<file path="src/rtl/mil_rt_rx_sequencer.sv">
// Message-level receive sequencer for a MIL-STD-1553 remote terminal.
// Decodes command words, steers receive data words into the subaddress
// buffer, and reports completion, errors, transmit and mode requests.
//
//   state     | meaning
//   ----------+-------------------------------------------------------
//   S_IDLE    | waiting for an accepted command word; data words ignored
//   S_RX_DATA | collecting cmd_wc data words; word gap timer running
module mil_rt_rx_sequencer #(
    parameter logic [4:0] RT_ADDR = 5'd1,
    parameter int         WORD_TO = 1200
) (
    input  logic        clk,
    input  logic        rst,
    input  logic        rx_en,
    input  logic        word_stb,
    input  logic        word_is_cw,
    input  logic        word_ok,
    input  logic [15:0] word_data,
    output logic        wr_en,
    output logic [4:0]  wr_addr,
    output logic [4:0]  wr_sa,
    output logic [15:0] wr_data,
    output logic        busy,
    output logic        msg_done,
    output logic        msg_err,
    output logic [1:0]  err_code,
    output logic        bcast,
    output logic        tx_req,
    output logic        mode_req,
    output logic [4:0]  cmd_sa,
    output logic [5:0]  cmd_wc
);

    localparam int             TO_W    = $clog2(WORD_TO + 1);
    // Timeout fires on the edge where the gap counter would reach WORD_TO.
    localparam logic [TO_W-1:0] TO_LAST = TO_W'(WORD_TO - 1);

    typedef enum logic {S_IDLE, S_RX_DATA} state_t;

    state_t      state_q, state_d;
    logic [5:0]  cnt_q, cnt_d;
    logic [TO_W-1:0] to_q, to_d;
    logic        wr_en_q, wr_en_d;
    logic [4:0]  wr_addr_q, wr_addr_d;
    logic [4:0]  wr_sa_q, wr_sa_d;
    logic [15:0] wr_data_q, wr_data_d;
    logic        msg_done_q, msg_done_d;
    logic        msg_err_q, msg_err_d;
    logic [1:0]  err_code_q, err_code_d;
    logic        bcast_q, bcast_d;
    logic        tx_req_q, tx_req_d;
    logic        mode_req_q, mode_req_d;
    logic [4:0]  cmd_sa_q, cmd_sa_d;
    logic [5:0]  cmd_wc_q, cmd_wc_d;

    logic [4:0] cw_addr, cw_sa, cw_wc;
    logic       cw_tr, cw_is_bcast, cw_accept, cw_is_mode;

    assign cw_addr     = word_data[15:11];
    assign cw_tr       = word_data[10];
    assign cw_sa       = word_data[9:5];
    assign cw_wc       = word_data[4:0];
    assign cw_is_bcast = (cw_addr == 5'd31);
    assign cw_is_mode  = (cw_sa == 5'd0) || (cw_sa == 5'd31);
    assign cw_accept   = word_stb && word_is_cw && word_ok &&
                         ((cw_addr == RT_ADDR) || cw_is_bcast);

    // Next-state and next-output logic for the message sequencer.
    always_comb begin
        state_d    = state_q;
        cnt_d      = cnt_q;
        to_d       = to_q;
        wr_en_d    = 1'b0;
        wr_addr_d  = wr_addr_q;
        wr_sa_d    = wr_sa_q;
        wr_data_d  = wr_data_q;
        msg_done_d = 1'b0;
        msg_err_d  = 1'b0;
        err_code_d = err_code_q;
        bcast_d    = bcast_q;
        tx_req_d   = 1'b0;
        mode_req_d = 1'b0;
        cmd_sa_d   = cmd_sa_q;
        cmd_wc_d   = cmd_wc_q;

        if (!rx_en) begin
            // Silent drop: no pulses, held outputs untouched.
            state_d = S_IDLE;
            to_d    = '0;
        end else begin
            if (state_q == S_RX_DATA) begin
                if (word_stb && word_is_cw) begin
                    // Any command sync aborts; it is decoded below like one from IDLE.
                    msg_err_d  = 1'b1;
                    err_code_d = 2'd3;
                    state_d    = S_IDLE;
                    to_d       = '0;
                end else if (word_stb) begin
                    // A word arriving on the terminal-count cycle beats the timeout.
                    to_d = '0;
                    if (word_ok) begin
                        wr_en_d   = 1'b1;
                        wr_addr_d = cnt_q[4:0];
                        wr_data_d = word_data;
                        cnt_d     = cnt_q + 6'd1;
                        if (cnt_q + 6'd1 == cmd_wc_q) begin
                            msg_done_d = 1'b1;
                            state_d    = S_IDLE;
                        end
                    end else begin
                        msg_err_d  = 1'b1;
                        err_code_d = 2'd1;
                        state_d    = S_IDLE;
                    end
                end else if (to_q == TO_LAST) begin
                    msg_err_d  = 1'b1;
                    err_code_d = 2'd2;
                    state_d    = S_IDLE;
                    to_d       = '0;
                end else begin
                    to_d = to_q + TO_W'(1);
                end
            end else begin
                to_d = '0;
            end

            if (cw_accept) begin
                if (cw_is_mode) begin
                    cmd_sa_d   = cw_sa;
                    cmd_wc_d   = (cw_wc == 5'd0) ? 6'd32 : {1'b0, cw_wc};
                    bcast_d    = cw_is_bcast;
                    mode_req_d = 1'b1;
                end else if (cw_tr && !cw_is_bcast) begin
                    cmd_sa_d = cw_sa;
                    cmd_wc_d = (cw_wc == 5'd0) ? 6'd32 : {1'b0, cw_wc};
                    bcast_d  = 1'b0;
                    tx_req_d = 1'b1;
                end else if (!cw_tr) begin
                    cmd_sa_d = cw_sa;
                    cmd_wc_d = (cw_wc == 5'd0) ? 6'd32 : {1'b0, cw_wc};
                    bcast_d  = cw_is_bcast;
                    wr_sa_d  = cw_sa;
                    state_d  = S_RX_DATA;
                    cnt_d    = '0;
                    to_d     = '0;
                end
                // Broadcast transmit falls through: not valid for an RT, no effect.
            end
        end
    end

    // State and output registers with asynchronous reset.
    always_ff @(posedge clk or posedge rst) begin
        if (rst) begin
            state_q    <= S_IDLE;
            cnt_q      <= '0;
            to_q       <= '0;
            wr_en_q    <= 1'b0;
            wr_addr_q  <= '0;
            wr_sa_q    <= '0;
            wr_data_q  <= '0;
            msg_done_q <= 1'b0;
            msg_err_q  <= 1'b0;
            err_code_q <= '0;
            bcast_q    <= 1'b0;
            tx_req_q   <= 1'b0;
            mode_req_q <= 1'b0;
            cmd_sa_q   <= '0;
            cmd_wc_q   <= '0;
        end else begin
            state_q    <= state_d;
            cnt_q      <= cnt_d;
            to_q       <= to_d;
            wr_en_q    <= wr_en_d;
            wr_addr_q  <= wr_addr_d;
            wr_sa_q    <= wr_sa_d;
            wr_data_q  <= wr_data_d;
            msg_done_q <= msg_done_d;
            msg_err_q  <= msg_err_d;
            err_code_q <= err_code_d;
            bcast_q    <= bcast_d;
            tx_req_q   <= tx_req_d;
            mode_req_q <= mode_req_d;
            cmd_sa_q   <= cmd_sa_d;
            cmd_wc_q   <= cmd_wc_d;
        end
    end

    assign wr_en    = wr_en_q;
    assign wr_addr  = wr_addr_q;
    assign wr_sa    = wr_sa_q;
    assign wr_data  = wr_data_q;
    assign busy     = (state_q == S_RX_DATA);
    assign msg_done = msg_done_q;
    assign msg_err  = msg_err_q;
    assign err_code = err_code_q;
    assign bcast    = bcast_q;
    assign tx_req   = tx_req_q;
    assign mode_req = mode_req_q;
    assign cmd_sa   = cmd_sa_q;
    assign cmd_wc   = cmd_wc_q;

endmodule
</file>
<file path="config.mk">
export PLATFORM = sky130hd
export DESIGN_NAME = mil_rt_rx_sequencer
export DESIGN_NICKNAME = d
export VERILOG_FILES = /design/src/rtl/mil_rt_rx_sequencer.sv
export SDC_FILE = /design/constraint.sdc
export NUM_CORES = 1
export LEC_CHECK = 0
export ABC_AREA = 1
export BUFFER_PORTS_ARGS = -buffer_cell sky130_fd_sc_hd__buf_2
export CORE_MARGIN = 5
export CORE_UTILIZATION = 57
export CTS_CLUSTER_SIZE = 28
export DETAILED_ROUTE_END_ITERATION = 10
export PLACE_DENSITY = 0.86
export RECOVER_POWER = 50
export SLEW_MARGIN = 20
export SYNTH_ARGS = -nofsm -noshare
export SYNTH_HDL_FRONTEND = slang
export SYNTH_SLANG_ARGS = --single-unit
</file>
<file path="constraint.sdc">
create_clock -name clk -period 2.5 [get_ports clk]
set_clock_uncertainty 0.1 [all_clocks]
set_input_delay 0.125 -clock clk [delete_from_list [all_inputs] [get_ports clk]]
set_output_delay 0.125 -clock clk [all_outputs]
set_load 0.05 [all_outputs]
</file>
=== Word level (Yosys, flattened, before mapping) ===
Cells that the tools add are included.

* Mux-type cells: 66
* Magnitude comparators: 0
* Reduce and logical (&&, ||, !) cells: 14
* $add $sub $neg: 2
* Bitwise logic cells: 4
* Equality and inequality tests: 7
* Shift operators: 0
* Multipliers: 0
* Div/mod/pow operators: 0

{| class="wikitable"
|+ Operators by type and width
! cell !! count
|-
| $mux 11 || 9
|-
| $mux 6 || 12
|-
| $mux 1 || 38
|-
| $mux 5 || 3
|-
| $add 11x1->11 const B || 1
|-
| $eq 11x11->1 const B || 1
|-
| $eq 5x5->1 const B || 2
|-
| $logic_not 5->1 || 2
|-
| $reduce_and 5->1 || 2
|-
| $mux 2 || 4
|-
| $add 6x1->6 const B || 1
|-
| $eq 6x6->1 || 1
|-
| $eq 5x1->1 const B || 1
|-
| $logic_and 1x1->1 || 4
|-
| $not 1->1 || 4
|-
| $reduce_and 4->1 || 1
|-
| $ne 3x1->1 const B || 1
|-
| $ne 3x2->1 const B || 1
|-
| $reduce_and 3->1 || 1
|-
| $reduce_bool 3->1 || 1
|-
| $logic_or 1x1->1 || 2
|-
| $logic_not 1->1 || 1
|}

* RAM bits: 0
* Flip-flop bits (word level): 63
* Word-level logic and storage cells: 108
* Bits in read-only memories: 0
* Memories kept: 0
* Output and inout bits: 46
* Bits of input ports: 22
* Latch bits: 0

=== Longest topological paths before layout ===
Gate-level depths: netlist of the first run.

* Depth in word-level cells: 12
* Depth in mapped cells: 11
* Depth with buffers taken out: 11

=== Worst setup path after synthesis of the first run ===
No wires, ideal clock.

* Kind: register to register
* From: register state_q (netlist: busy)
* To: register cnt_q[0]
* Clock period less this slack: 1535 ps
* Cell stages (with the launch flop): 7
* Setup slack: 965 ps
* Setup time: 80 ps
* Path buffers: 1
* Arrival time: 1355 ps
* Data required time: 2320 ps
* Cells stage by stage: dfrtp_1 nand2_1 inv_1 nand2_1 clkbuf_1 nor2_1 nor3_2

* Longest elaborated chain between the ends: 5

{| class="wikitable"
|+ RTL lines
! item !! RTL line !! text
|-
| start, declared || 41 || <nowiki>state_t state_q, state_d;</nowiki>
|-
| start signal, assigned || 172 || <nowiki>state_q <= state_d;</nowiki>
|-
| $mux 6 (*) || 92 || <nowiki>if (state_q == S_RX_DATA) begin</nowiki>
|-
| $mux 6 || 139 || <nowiki>end else if (!cw_tr) begin</nowiki>
|-
| $mux 6 || 134 || <nowiki>end else if (cw_tr && !cw_is_bcast) begin</nowiki>
|-
| $mux 6 || 129 || <nowiki>if (cw_is_mode) begin</nowiki>
|-
| $mux 6 (*) || 128 || <nowiki>if (cw_accept) begin</nowiki>
|-
| end signal, assigned || 173 || <nowiki>cnt_q <= cnt_d;</nowiki>
|-
| end, declared || 42 || <nowiki>logic [5:0] cnt_q, cnt_d;</nowiki>
|}

Every way passes the cells marked *; elsewhere a longest branch is shown, timed or not.
A chain may end at the register's enable or synchronous reset.

=== Worst setup path after layout of the first run ===
* From: register to_q[0]
* To: register state_q (netlist: busy)

* Longest elaborated chain between the ends: 10

{| class="wikitable"
|+ RTL lines
! item !! RTL line !! text
|-
| start, declared || 43 || <nowiki>logic [TO_W-1:0] to_q, to_d;</nowiki>
|-
| start signal, assigned || 174 || <nowiki>to_q <= to_d;</nowiki>
|-
| $eq 11x11->1 (*) || 116 || <nowiki>end else if (to_q == TO_LAST) begin</nowiki>
|-
| $mux 1 (*) || 116 ||
|-
| $mux 1 (*) || 99 || <nowiki>end else if (word_stb) begin</nowiki>
|-
| $mux 1 (*) || 93 || <nowiki>if (word_stb && word_is_cw) begin</nowiki>
|-
| $mux 1 (*) || 92 ||
|-
| $mux 1 || 139 ||
|-
| $mux 1 || 134 ||
|-
| $mux 1 || 129 ||
|-
| $mux 1 (*) || 128 ||
|-
| $mux 1 (*) || 87 || <nowiki>if (!rx_en) begin</nowiki>
|-
| named net state_d || 41 ||
|}

The timed path passes the listed nets; every way through them passes the cells marked *.

==> impl_metrics.tcl, run 1 <==
set metrics [dict create \
    status "finished, final reports clean" \
    slew_viol_final 0 \
    hp-class "primary input to flip-flop" \
    setup_tns_ps 0 \
    max-cap-violations 0 \
    setup_viol 0 \
    r2r_end "busy" \
    ios 68 \
    place_hpwl_um 4890 \
    tightest_slew_ps 743 \
    fin_crit_ps 1780 \
    power_leakage_nw 1.89 \
    drc 0 \
    rows 26 \
    initial_utilization_pct 57.6 \
    end_kind "flip-flop" \
    post_cts_resized 0 \
    firstDrtPassIters 4 \
    synth_cells 355 \
    rr_worst_depth 8 \
    avgSynthCellArea_um2 8.18 \
    first_global_vias 2613 \
    hold_viol 0 \
    hold_path.startpoint "word_data[15]" \
    drt-initial-drc-count 124 \
    crit_type "flip-flop to flip-flop" \
    syn2layout_area_growth_pct 24.1 \
    stdcell_count 516 \
    nets 465 \
    critPathMaxFanout 12 \
    grt_usage_pct 23.6 \
    power_density_nw_per_um2 618 \
    core_um2 5040 \
    wl_met2_um 3520 \
    synth_nets 379 \
    min_to "wr_data[15]" \
    die_h_um 81.4 \
    grt_max_degree 41 \
    critPathLaunchType "flip-flop" \
    place_congestion 0.850 \
    maxUsedRoutingLayer "met4" \
    period_share_pct 71.4 \
    ys_seq_area_share_pct 54.3 \
    clkLatencyLatePin_ps 340 \
    synth_top_area_share_pct 54.3 \
    startpoint "to_q[0]" \
    synthTopCellsByArea "dfrtp_1, nand2_1, inv_1, o21ai_0, nor2_1" \
    reg2reg_from "to_q[0]" \
    synth_area_leader_cell "dfrtp_1" \
    rsz0062_at_grt "no" \
    dieWidth_um 81.4 \
    antenna_found_initial 0 \
    numClockSinks 63 \
    dp.cells 485 \
    htree_levels 3 \
    synth_cell_types 26 \
    die_area_um2 6620 \
    m1WireLength_um 2870 \
    overflow 0 \
    vias 2610 \
    grt_pass1_wl_um 11800 \
    worstPathRequired_ps 2620 \
    nFillCells 407 \
    drive_gt1_share_pct 15.0 \
    relSlewSlack_pct 50.4 \
    seq_area_um2 1580 \
    clock_path_buffers 2 \
    cts_inserted_buffers 9 \
    finalWirelength_um 6930 \
    yosysWarnings 0 \
    io_buffers 67 \
    cts_root_buffer "clkbuf_8" \
    wl_per_cell_um 13.4 \
    clk_pin_slew_worst_paths_ps 70 \
    ir_drop_uv 541 \
    diodes 0 \
    multi_input_area_um2 1120 \
    synth_seq_cells 63 \
    fmax_mhz 561 \
    synth_area_um2 2900 \
    tritoncts "built" \
    dr_wl_met3_um 426 \
    min_path_cells 3 \
    cts_setup_buffers 0 \
    viasPerCell 5.06 \
    r2r_setup_slack_ps 720 \
    ant_nets 0 \
    crit_arrival_ps 1910 \
]
report_power, final:
| part | internal, mW | switching [mW] |
|---|---|---|
| registers | 1.05 | 0.0212 |
| logic | 0.0718 | 0.190 |
| clock network | 0.492 | 0.405 |
| total | 1.61 | 0.617 |
cells in the final DEF, fill, tap and decap left out, types with 3 or more instances in the layout:
master / n
clkbuf_1: 31
dfrtp_1: 63
nand4_1: 8
nor2_1: 35
nand2_1: 120
inv_1: 40
dlygate4sd3_1: 15
nor2_2: 4
xor2_1: 3
o21ai_0: 30
nand3_1: 19
clkbuf_8: 10
nor3_1: 3
buf_2: 36
worst max-delay path by stage:
stage          endpoint  slack (ps)  depth (start not counted)
2_1_floorplan     bcast         710                          1
3_3_place_gp       busy         870                          8
3_5_place_dp       busy         780                          8
4_1_cts            busy         720                          8
5_1_grt            busy         560                          8
6_report           busy         720                          8
layout make-up:
class / instances / share of cell area, %
clock inverters: 6 / 1.91
multi-input cells: 242 / 31.1
repair buffers: 85 / 12.9
well taps: 70 / 2.43
clock buffers: 10 / 3.82
inverters: 40 / 4.17
flip-flops and latches: 63 / 43.7
synthesized netlist by cell type:
library cell / n
nand3_2: 2
dfrtp_1: 63
nand3_4: 1
nor2_2: 4
clkbuf_1: 4
ha_1: 2
inv_1: 40
nand4_1: 8
nand2_2: 2
o21ai_0: 30
buf_6: 2
a21oi_1: 2
nor2_1: 35
nor4_1: 2
a21boi_1: 1
nor3_1: 3
nand3_1: 19
nand2_1: 120
clkbuf_2: 1
nor3_2: 1
nor3b_1: 2
xnor2_1: 1
nor2_4: 2
o21bai_1: 2
xor2_1: 3
buf_2: 3
per-stage QoR:
stage	area (um2)	worst slack (ps)	hold slack, ps	utilization [%]	power [mW]
after detailed placement	3290	778	46.7	65.3	1.34
after global placement	3290	872	40.5	65.3	1.33
after floorplan	2900	705	135	-	1.26
after global routing	3600	557	2.78	71.5	2.33
after CTS	3650	720	3.09	72.4	2.25
final	3600	716	10.5	71.5	2.23
cell families after synthesis:
group	Yosys count	synth area share, %
xor gates and xnor gates	4	1.21
AOI/OAI and AO/OA	35	6.29
and+or+nand+nor	201	30.2
DFF	63	54.3
adders and majority gates	2	0.862
buffers and inverters	50	7.15
registers in the layout, indices dropped and copies added, names as in the netlist:
register and cells:
busy 1, err_code 2, bcast 1, msg_err 1
tx_req 1, to_q 11, msg_done 1, wr_data 16
mode_req 1, wr_addr 5, cmd_sa 5, wr_sa 5
cnt_q 6, cmd_wc 6, wr_en 1
repair_timing:
action / CTS / global route
hold endpoints to repair: 46 / 0
hold buffers: 15 / 0
setup endpoints to repair: 0 / 0
metal layers:
metal	GRT usage, %	up-vias
li1	-	1290
met1	28.9	1232
met2	40.0	78
met3	4.99	10
met4	10.5	0
met5	0	-
critical path, stage by stage, from the launching register on:
cell,delay [ps]
dfrtp_1,390
ha_1,200
inv_1,60
nor2_2,160
nand3_1,120
nand3_1,370
inv_1,90
nor2_1,120
nand2_1,60
Note: power is estimated with default switching activity, not from simulation.
==> run 2: changes to the inputs <==
Settings changed: CORE_UTILIZATION 57 to 48, PLACE_DENSITY 0.86 to 0.77.
Clock period 2.5 ns to 1.6 ns, I/O delays scaled along.
==> run 2 against run 1 <==
Effect of this change: routed wire length up 6.5%; sequential power up 56%; worst setup slack worse by 660 ps; count of clock-buffer cells in the layout up 2; register-to-register slack worse by 660 ps; highest routed layer unchanged; critical path type unchanged; via count up 3.8%; sequential cell count unchanged; die area up 16%; first-iteration DRC count up 98%; clock power up 53%; power up 56%; largest power group unchanged.
==> impl_metrics.tcl, run 2 (synthesized netlist as in run 1, its figures left out) <==
set metrics [dict create \
    grtUsageMet2_pct 32.7 \
    grtUsageMet3_pct 4.33 \
    tightest_slew_ps 848 \
    place_congestion 0.889 \
    ant_nets 0 \
    grt_pass1_wl_um 12300 \
    nFillCells 507 \
    rows 28 \
    ir_drop_uv 515 \
    wl_per_cell_um 13.7 \
    fmax_mhz 646 \
    worst_hold_slack_ps 28.1 \
    p_total_mw 3.48 \
    dieWidth_um 87.8 \
    place_hpwl_um 4870 \
    crit_type "flip-flop to flip-flop" \
    finalWirelength_um 7380 \
    cp_slowest_stage_delay_ps 390 \
    power_density_nw_per_um2 901 \
    htree_levels 3 \
    period_share_pct 96.7 \
    setup_viol 0 \
    hp-class "primary input to flip-flop" \
    fin_area_um2 3860 \
    first_global_vias 2693 \
    slew_viol_final 0 \
    final_cell_mix "nand2_1, dfrtp_1, buf_2" \
    worstPathRequired_ps 1710 \
    met1_usage_pct 25.9 \
    drc 0 \
    hold_viol 0 \
    grt_usage_pct 20.4 \
    clkLatencyLatePin_ps 330 \
    cpMostUsedCell "nand2_1" \
    diodes 0 \
    p_switching_mw 0.922 \
    die_area_um2 7710 \
    clkPwrFrac_pct 39.5 \
    tritoncts "built" \
    p_sw_share_pct 26.5 \
    core_um2 5890 \
    drt-initial-drc-count 245 \
    antenna_found_initial 0 \
    drive_gt1_share_pct 22.3 \
    cpLargestDelayFamily "simple AND/OR/NAND/NOR gates" \
    ios 68 \
    crit_path_cell_trace "ha_2 -> inv_1 -> nor2_4 -> nand3_1 -> nand2_1 -> nand2_1 -> nand2_1 -> o21ai_0" \
    layout_commonest_cell "nand2_1" \
    crit_arrival_ps 1660 \
    io_buffers 67 \
    power_leakage_nw 1.99 \
    placed_cell_area_um2 3350 \
    cts_inserted_buffers 9 \
    cts_root_buffer "clkbuf_8" \
    largest_register_ffs 16 \
    fin_crit_ps 1550 \
    clk_pin_slew_worst_paths_ps 70 \
    overflow 0 \
    initial_utilization_pct 49.3 \
    die_h_um 87.8 \
    pwr-share-seq_pct 48.0 \
    clock_path_buffers 2 \
    nets 482 \
    critPathLaunchType "flip-flop" \
    critPathMaxFanout 5 \
    max-cap-violations 0 \
    p_int_mw 2.56 \
    syn2layout_area_growth_pct 33.0 \
    cp_slowest_cell "dfrtp_1" \
    gr-max-usage-layer "met2" \
    vias 2709 \
    viasPerCell 5.04 \
    relSlewSlack_pct 43.5 \
    firstDrtPassIters 7 \
    numClockSinks 63 \
    cp_num_buf_inv 1 \
    grt_max_degree 64 \
    rsz0062_at_grt "yes" \
    p_comb_share_pct 12.5 \
    end_kind "flip-flop" \
    status "finished, final reports clean" \
]
==> run 2: area by class of cell <==
class	instances	area [um2]	share of cell area, %
timing repair buffer	102	631	16.3
clock inverter	3	42.5	1.10
clock buffer	12	155	4.02
sequential	63	1580	40.8
inverter	40	158	4.08
multi-input combinational	242	1200	31.2
tap	75	93.8	2.43
==> run 2: path summary, 6_finish.rpt <==
kind / from / to / slack [ps] / depth (start not counted)
setup / recovery: to_q[1] / err_code[0] / 50 / 8
hold / removal: rx_en / mode_req / 30 / 3
max in group asynchronous: rst / to_q[4] / 310 / 4
min in group asynchronous: rst / cmd_sa[4] / 500 / 4
setup reg to reg: to_q[1] / err_code[0] / 50 / 8
hold reg to reg: bcast / bcast / 380 / 2
==> run 2: layer usage <==
metal  part of all wire, %  vias up
met1                    42     1272
met4                   2.9        0
met5                     0        -
li1                      -     1320
met2                    48       99
met3                   7.3       18
==> run 2: what timing repair did <==
item / CTS / global route
pin swaps: 1 / 6
gates resized for setup: 3 / 18
setup endpoints to repair: 1 / 41
gates cloned: 0 / 0
buffers inserted: 0 / 8
endpoints found under the hold margin: 98 / 0
hold buffers: 19 / 0
==> run 2: tightest hold or removal path: cells and delay by family <==
family                 cells  cell delay (ps)
buffers and inverters      1              130
AND/OR/NAND/NOR            2              210
==> run 2: power by group through the flow <==
stage | Combinational [mW] | Sequential, mW | Clock [mW]
after global routing | 0.481 | 1.68 | 1.47
after global placement | 0.394 | 1.70 | 0
after CTS | 0.437 | 1.67 | 1.39
after floorplan | 0.128 | 1.84 | 0
after detailed placement | 0.401 | 1.70 | 0
final | 0.436 | 1.67 | 1.37
==> run 2: through the flow <==
stage,TNS (ps),utilization [%],worst slack (ps),instances
after floorplan,0,-,65.0,355
after global placement,0,57.0,108,495
after detailed placement,0,57.0,4.11,495
after CTS,0,63.8,1.92,529
after global routing,-136,65.6,-35.4,537
final,0,65.6,52.7,537
==> run 3: changes to the inputs <==
Settings changed: CORE_ASPECT_RATIO set to 2.
==> run 3 against run 2 <==
Effect of this change: clock power up 28%; critical path depth unchanged; highest routed layer unchanged; non-clock buffer count down 2; worst setup slack worse by 43 ps; via count down 0.59%; count of clock-buffer cells in the layout unchanged; largest power group is now the clock network; final cell count down 3.0%; sequential cell count unchanged; power up 11%; routed wire length up 3.0%.
==> impl_metrics.tcl, run 3 (synthesized netlist as in run 1, its figures left out) <==
set metrics [dict create \
    period_share_pct 99.4 \
    hold_path.startpoint "word_stb" \
    critPathLaunchType "flip-flop" \
    setup_tns_ps 0 \
    min_path_cells 3 \
    cpLargestDelayFamily "simple AND/OR/NAND/NOR gates" \
    die_h_um 120 \
    syn2layout_area_growth_pct 35.2 \
    tritoncts "built" \
    drc 0 \
    final.setup.worst_slack_ps 9.79 \
    ios 68 \
    first_global_vias 2741 \
    place_hpwl_um 5210 \
    tightest_slew_ps 832 \
    clkLatencyLatePin_ps 320 \
    die_area_um2 7800 \
    vias 2693 \
    io_buffers 67 \
    dieWidth_um 65 \
    finalWirelength_um 7600 \
    place_congestion 0.839 \
    largest_register_ffs 16 \
    crit_type "flip-flop to flip-flop" \
    pre_cts_ws_ps -13.6 \
    hold_viol 0 \
    layout_commonest_cell "nand2_1" \
    cts_root_buffer "clkbuf_16" \
    crit_path_cell_trace "ha_2 -> inv_1 -> nor2_4 -> nand3_1 -> nand3_1 -> buf_6 -> buf_4 -> nor3_1" \
    diodes 0 \
    cp_slowest_stage_delay_ps 390 \
    wl_per_cell_um 14.6 \
    reg2reg_from "to_q[0]" \
    core_um2 5960 \
    nFillCells 495 \
    drive_gt1_share_pct 22.1 \
    r2r_end "to_q[5]" \
    cts_inserted_buffers 9 \
    clock_path_buffers 2 \
    clk_pin_slew_worst_paths_ps 50 \
    rr_worst_depth 8 \
    initial_utilization_pct 48.8 \
    min_to "err_code[0]" \
    grt_max_degree 64 \
    cpMostUsedCell "nand3_1" \
    status "finished, final reports clean" \
    antenna_found_initial 0 \
    final_cell_mix "nand2_1, dfrtp_1, buf_2" \
    r2r_setup_slack_ps 10 \
    rows 40 \
    fmax_mhz 629 \
    crit_arrival_ps 1710 \
    slew_viol_final 0 \
    fin_crit_ps 1590 \
    end_kind "flip-flop" \
    power_leakage_nw 2.05 \
    ant_nets 0 \
    max-cap-violations 0 \
    power_density_nw_per_um2 984 \
    drt-initial-drc-count 112 \
    critPathMaxFanout 8 \
    setup_viol 0 \
    overflow 0 \
    cp_slowest_cell "dfrtp_1" \
    nets 480 \
    numClockSinks 63 \
    viasPerCell 5.17 \
    cp_num_buf_inv 3 \
    firstDrtPassIters 4 \
    htree_levels 3 \
    grt_pass1_wl_um 12400 \
    grt_usage_pct 20.9 \
    relSlewSlack_pct 44.5 \
    worstPathRequired_ps 1720 \
    rsz0062_at_grt "yes" \
    ir_drop_uv 808 \
    hp-class "primary input to flip-flop" \
]
## run 3: changes by cell type in the layout (fill, tap and decap cells not counted), moves of 3 or more
cell	delta
buf_12	+3
clkbuf_8	-8
clkbuf_16	+9
nand3_2	+3
buf_4	-5
## run 3: cell type report
class | instances | area (um2) | area share, %
clock buffer | 12 | 267 | 6.79
clock inverter | 1 | 5.00 | 0.127
inverter | 40 | 154 | 3.92
multi-input combinational | 242 | 1190 | 30.3
sequential | 63 | 1580 | 40.2
tap | 63 | 78.8 | 2.01
timing repair buffer | 100 | 654 | 16.7
## run 3: worst min-delay path: stages
cell     delay, ps
buf_2           90
inv_1           70
o21ai_0        160
## run 3: per-layer routing
metal	share of wire [%]	vias to the layer above	track usage (%)
met3	5.5	19	5.62
met5	0	-	0
met1	37	1283	21.9
met2	55	81	37.1
li1	-	1310	-
met4	3.1	0	10.5
## run 3: how the worst max path moves through the flow
stage / startpoint / end / slack [ps] / depth (start not counted)
6_report: to_q[0] / to_q[5] / 10 / 8
5_1_grt: to_q[0] / to_q[9] / -20 / 8
4_1_cts: word_data[5] / wr_sa[2] / 4 / 11
3_5_place_dp: to_q[1] / to_q[10] / -10 / 9
3_3_place_gp: to_q[1] / busy / 100 / 9
2_1_floorplan: busy / cnt_q[0] / 60 / 6
## run 3: per-stage QoR
| step | instance area, um2 | hold WS (ps) | total power, mW | instances | utilization (%) |
|---|---|---|---|---|---|
| global placement | 3350 | 91.3 | 2.09 | 481 | 56.2 |
| floorplan | 2910 | 89.6 | 1.96 | 355 | - |
| detailed placement | 3350 | 95.3 | 2.10 | 481 | 56.2 |
| global route | 3930 | 54.5 | 4.02 | 521 | 65.9 |
| finish | 3930 | 23.7 | 3.86 | 521 | 65.9 |
| CTS | 3810 | 3.25 | 3.91 | 512 | 63.9 |
## run 3: repair_timing
item,CTS,global route
endpoints found under the hold margin,96,0
setup buffers,0,9
gates resized for setup,2,19
hold buffers,18,0
pin swaps,0,7
setup endpoints to repair,1,28
## run 3: report_power, final
group,total [mW],internal (mW),switching (mW)
Clock,1.76,1.14,0.614
Sequential,1.68,1.64,0.0373
Combinational,0.427,0.124,0.303
